<file path="config.mk">
export PLATFORM = sky130hd
export DESIGN_NAME = pipe_adder
export DESIGN_NICKNAME = d
export VERILOG_FILES = /design/src/rtl/adder_pkg.sv /design/src/rtl/adder_seg.sv /design/src/rtl/pipe_adder.sv
export SDC_FILE = /design/constraint.sdc
export NUM_CORES = 1
export LEC_CHECK = 0
export ABC_CLOCK_PERIOD_IN_PS = 2250
export CAP_MARGIN = 0
export CORE_MARGIN = 2
export CORE_UTILIZATION = 45
export CTS_CLUSTER_SIZE = 12
export DETAILED_ROUTE_END_ITERATION = 10
export PLACE_DENSITY = 0.74
export SYNTH_ARGS = -nofsm -noshare
export SYNTH_HDL_FRONTEND = slang
export SYNTH_SLANG_ARGS = --single-unit
</file>
<file path="constraint.sdc">
create_clock -name clk -period 2.25 [get_ports clk]
set_clock_uncertainty 0.1 [all_clocks]
set_input_delay 0.45 -clock clk [delete_from_list [all_inputs] [get_ports clk]]
set_output_delay 0.45 -clock clk [all_outputs]
set_load 0.05 [all_outputs]
</file>
<file path="src/rtl/adder_pkg.sv">
// Shared types and helpers for the pipelined adder/subtractor.
// Holds the operation encoding and the signed-overflow rule.
package adder_pkg;

    typedef enum logic {
        OP_ADD = 1'b0,
        OP_SUB = 1'b1
    } op_e;

    // sr is the sign bit of the WIDTH-bit result
    function automatic logic ovf_calc(
        input op_e  op,
        input logic sa,
        input logic sb,
        input logic sr
    );
        logic same;
        same = (sa == sb);
        if (op == OP_ADD)
            return same && (sr != sa);
        else
            return !same && (sr != sa);
    endfunction

endpackage

</file>
<file path="src/rtl/adder_seg.sv">
// One pipeline segment: a SEG-bit slice add with registered carry,
// valid bit, load enable and pass-through operand registers.
module adder_seg
    import adder_pkg::*;
#(
    parameter int WIDTH = 16,
    parameter int SEG   = 8,
    parameter int IDX   = 0
) (
    input  logic             clk,
    input  logic             rst,
    input  logic             v_i,
    input  op_e              op_i,
    input  logic             c_i,
    input  logic [WIDTH-1:0] a_i,
    input  logic [WIDTH-1:0] b_i,
    input  logic [WIDTH-1:0] s_i,
    input  logic             dn_ready,
    output logic             up_ready,
    output logic             v_q,
    output op_e              op_q,
    output logic             c_q,
    output logic [WIDTH-1:0] a_q,
    output logic [WIDTH-1:0] b_q,
    output logic [WIDTH-1:0] s_q,
    output logic             ovf_q
);

    localparam int LO = IDX * SEG;

    logic [SEG-1:0]   bs;
    logic [SEG:0]     add;
    logic [WIDTH-1:0] s_d;
    logic             adv;

    always_comb begin
        bs  = (op_i == OP_SUB) ? ~b_i[LO +: SEG] : b_i[LO +: SEG];
        add = {1'b0, a_i[LO +: SEG]} + {1'b0, bs}
            + {{SEG{1'b0}}, c_i};
        s_d = s_i;
        s_d[LO +: SEG] = add[SEG-1:0];
    end

    // A full stage can still load if its beat leaves this cycle
    assign adv      = v_q && dn_ready;
    assign up_ready = !v_q || adv;

    always_ff @(posedge clk) begin
        if (rst) begin
            v_q   <= 1'b0;
            op_q  <= OP_ADD;
            c_q   <= 1'b0;
            a_q   <= '0;
            b_q   <= '0;
            s_q   <= '0;
            ovf_q <= 1'b0;
        end else begin
            if (up_ready)
                v_q <= v_i;
            if (up_ready && v_i) begin
                op_q  <= op_i;
                c_q   <= add[SEG];
                a_q   <= a_i;
                b_q   <= b_i;
                s_q   <= s_d;
                ovf_q <= ovf_calc(op_i, a_i[WIDTH-1],
                                  b_i[WIDTH-1], s_d[WIDTH-1]);
            end
        end
    end

endmodule

</file>
<file path="src/rtl/pipe_adder.sv">
// Pipelined WIDTH-bit adder/subtractor split into STAGES carry
// segments with valid/ready handshakes and collapsing bubbles.
module pipe_adder
    import adder_pkg::*;
#(
    parameter int WIDTH  = 16,
    parameter int STAGES = 2
) (
    input  logic             clk,
    input  logic             rst,
    input  logic             in_valid,
    output logic             in_ready,
    input  op_e              op,
    input  logic [WIDTH-1:0] a,
    input  logic [WIDTH-1:0] b,
    output logic             out_valid,
    input  logic             out_ready,
    output logic [WIDTH:0]   sum,
    output logic             ovf
);

    localparam int SEG = WIDTH / STAGES;

    if (STAGES < 1 || (WIDTH % STAGES) != 0) begin : g_bad_cfg
        $error("pipe_adder: WIDTH must be a multiple of STAGES");
    end

    logic [STAGES:0]            v_c;
    logic [STAGES:0]            rdy_c;
    logic [STAGES:0]            c_c;
    op_e                        op_c [STAGES+1];
    logic [STAGES:0][WIDTH-1:0] a_c;
    logic [STAGES:0][WIDTH-1:0] b_c;
    logic [STAGES:0][WIDTH-1:0] s_c;
    logic [STAGES:1]            ovf_c;
    logic                       unused_ok;

    // Segment 0 takes the op bit as carry-in to form a - b
    assign v_c[0]         = in_valid;
    assign op_c[0]        = op;
    assign c_c[0]         = op;
    assign a_c[0]         = a;
    assign b_c[0]         = b;
    assign s_c[0]         = '0;
    assign rdy_c[STAGES]  = out_ready;

    for (genvar k = 0; k < STAGES; k++) begin : g_seg
        adder_seg #(
            .WIDTH (WIDTH),
            .SEG   (SEG),
            .IDX   (k)
        ) u_seg (
            .clk      (clk),
            .rst      (rst),
            .v_i      (v_c[k]),
            .op_i     (op_c[k]),
            .c_i      (c_c[k]),
            .a_i      (a_c[k]),
            .b_i      (b_c[k]),
            .s_i      (s_c[k]),
            .dn_ready (rdy_c[k+1]),
            .up_ready (rdy_c[k]),
            .v_q      (v_c[k+1]),
            .op_q     (op_c[k+1]),
            .c_q      (c_c[k+1]),
            .a_q      (a_c[k+1]),
            .b_q      (b_c[k+1]),
            .s_q      (s_c[k+1]),
            .ovf_q    (ovf_c[k+1])
        );
    end

    assign in_ready  = !rst && rdy_c[0];
    assign out_valid = v_c[STAGES];
    assign sum       = {c_c[STAGES], s_c[STAGES]};
    assign ovf       = ovf_c[STAGES];

    assign unused_ok = ^{a_c[STAGES], b_c[STAGES],
                         op_c[STAGES], ovf_c};

endmodule

</file>
==> qor.txt <==
outcome = finished with violations
violated checks = setup timing
Post-synth EDFFs = 0
Synth async-reset ratio = 0%
CP endpoint kind = register
nets = 437
TritonCTS Sinks = 46
Top delay family on crit path = compound AO/OA/AOI/OAI gates
area grow syn2layout = 45.2%
Post-Syn Nets = 348
core region area = 0.00514 sq mm
setup repair after global routing missed its margin = yes
top_reg_cell synth = dfxtp_1
fmax = 0.424 GHz
Max VDD drop = 303 uV
Max Used Layer = met4
Via density = 5.14
non-filler cells, final = 454
Slowest cell on crit path = or4_1
arrival time worst endpoint = 2.47 ns
Mean Syn Cell Area = 8.18 sq um
DRC viols = 0
commonest cells after routing, fill and taps aside = 65 x nand2_1, 53 x clkdlybuf4s50_1, 45 x dfxtp_1, 43 x buf_4, 40 x a21oi_1
WS Path Type = reg -> reg
Post-DP HPWL = 4.35 mm
routed via count = 2333
WL final = 5.69 mm
Tcrit/Tclk final = 105%
met1 wire length = 2.68 mm
Max Fanout on Critical Path = 4
initial antenna violation count = 0
height of the die = 77.1 um
die width = 77.1 um
met3 routed WL = 212 um
yosys warns = 0
CTS tree = built
Tmin final = 2.36 ns
placed cells = 441
root buffer cell = clkbuf_8
worst-margin pin slew = 0.505 ns
max_slew headroom = 66.2%
layout cell share with drive strength beyond 1 = 18.5%
slowest stage delay, CP = 0.42 ns
Syn Std Cell Area = 0.00240 sq mm
DR WL/cell = 12.5 um
worst hold slack = 0.355 ns
vias in the first global route = 2205
clock latency on the worst-skew pair = 0.29 ns
Inserted Clock Buffers = 5
first-pass GRT wire length = 9.80 mm
Pre-Repair DR Iteration Count = 4
final hold violations = 0
pwr/cell area = 614 mW/mm^2
Inserted Diodes = 0
cell count after synthesis = 294
#FFs+latches synth = 46
Post-DRT Antenna Nets = 0
CTS H-tree lvls = 2
hold crit path type = reg -> reg
Starting Density = 46.8%
Lkg Pwr = 1.45 nW
worst path bufs/invs = 2
Worst Setup Start Kind = register
met2 WL = 2.73 mm
Routability Congestion = 0.834
total power = 2.14 mW
commonest non-fill, non-tap cell in the layout = nand2_1
post-synthesis sequential area ratio = 38.3%
die area = 0.00594 sq mm
total track usage = 20.0%
total grt overflow = 0
MaxCap Viol Count = 0
num rows = 26
Port Buf Inserts = 56
clock tree buffer depth = 2
Reg clk slew, reported paths = 0.08 ns
synth unique cells = 45
Post-CTS Hold Buffers = 0
Worst EP required = 2.36 ns
Final Setup Violations = 3
largest net degree at the start of global routing = 31
drt initial violations = 110
I/O pin total = 57
Slew Limit Fails = 0
worst-path cell chain = buf_6 > xor2_1 > ha_1 > o211a_1 > o31ai_2 > buf_4 > a41o_1 > or4_1 > a311oi_2
PnR worst setup slack = -0.110 ns
==> routing by layer <==
| metal | GRT usage, % | up-vias |
|---|---|---|
| li1 | - | 1193 |
| met1 | 26.0 | 1081 |
| met2 | 33.9 | 53 |
| met3 | 3.18 | 6 |
| met4 | 6.07 | 0 |
| met5 | 0 | - |
==> kinds of logic after synthesis <==
group	Yosys count	synth area share (%)
simple gates	108	20.5
compound gates	79	20.1
flops	46	38.3
buf+inv	24	4.01
xor+xnor	19	6.92
fa+ha+maj	17	9.79
mux	1	0.416
==> Yosys cell counts (3+ instances only) <==
| library cell | instances | area share [%] |
|---|---|---|
| clkbuf_1 | 14 | 2.2 |
| ha_1 | 14 | 7.3 |
| nor2b_1 | 3 | 0.78 |
| a21oi_1 | 41 | 8.5 |
| a211oi_1 | 6 | 1.9 |
| nand2_1 | 65 | 10 |
| fa_1 | 3 | 2.5 |
| nand3b_1 | 7 | 2.2 |
| nand3_1 | 3 | 0.62 |
| inv_1 | 6 | 0.94 |
| xor2_1 | 16 | 5.8 |
| dfxtp_1 | 46 | 38 |
| o21a_1 | 3 | 0.94 |
| and2_1 | 3 | 0.78 |
| xnor2_1 | 3 | 1.1 |
| o21ai_0 | 9 | 1.9 |
| nor3_1 | 5 | 1.0 |
| nor2_1 | 13 | 2.0 |
==> worst paths after layout <==
| kind | startpoint | endpoint | slack [ns] | depth (start not counted) |
|---|---|---|---|---|
| setup / recovery | g_seg[0].u_seg.op_q$_SDFFE_PP0P_ | g_seg[1].u_seg.ovf_q$_SDFFE_PP0P_ | -0.11 | 9 |
| hold / removal | g_seg[0].u_seg.s_q[3]$_SDFFE_PP0P_ | g_seg[0].u_seg.s_q[3]$_SDFFE_PP0P_ | 0.36 | 2 |
| setup reg to reg | g_seg[0].u_seg.op_q$_SDFFE_PP0P_ | g_seg[1].u_seg.ovf_q$_SDFFE_PP0P_ | -0.11 | 9 |
| hold reg to reg | g_seg[0].u_seg.s_q[3]$_SDFFE_PP0P_ | g_seg[0].u_seg.s_q[3]$_SDFFE_PP0P_ | 0.36 | 2 |
==> worst reg2reg max path: cells and delay by family, from the launching register on <==
family / cells / cell delay [ns]
AND/OR/NAND/NOR: 1 / 0.42
flip-flops: 1 / 0.34
adder cells (fa/ha/maj): 1 / 0.34
XOR/XNOR: 1 / 0.16
AO/OA/AOI/OAI: 4 / 0.63
buffers and inverters: 2 / 0.27
==> power breakdown <==
part / switching (mW) / internal (mW)
registers: 0.0354 / 0.870
logic: 0.322 / 0.314
clock network: 0.270 / 0.331
total: 0.628 / 1.52
==> metrics by stage <==
stage	TNS (ns)	instance area, sq um	util, %	setup WS [ns]
floorplan	-0.0319	2420	-	-0.0192
global placement	-1.96	3290	64.1	-0.386
detailed placement	-2.69	3290	64.1	-0.436
CTS	-0.267	3470	67.4	-0.106
global route	-0.665	3490	67.9	-0.227
finish	-0.262	3490	67.9	-0.110
==> sequential cells by signal, summed over array words and instances (netlist names) <==
| signal | cells |
|---|---|
| g_seg.u_seg.ovf_q | 1 |
| g_seg.u_seg.s_q | 24 |
| g_seg.u_seg.c_q | 2 |
| g_seg.u_seg.v_q | 2 |
| g_seg.u_seg.b_q | 8 |
| g_seg.u_seg.a_q | 8 |
| g_seg.u_seg.op_q | 1 |
==> final cells by class <==
cell class,count,area [sq um]
Fill cell,467,1650
Multi-Input combinational cell,224,1450
Sequential cell,46,922
Timing Repair Buffer,100,902
Tap cell,70,87.6
Clock buffer,6,72.6
Clock inverter,2,37.5
Inverter,6,22.5
==> timing repair <==
item,in CTS,in global routing
pin swaps,9,8
setup endpoints to repair,9,10
gates resized for setup,11,10
setup buffers,4,1
cloned,0,0
endpoints found under the hold margin,0,0
Note: power is estimated with default switching activity, not from simulation.
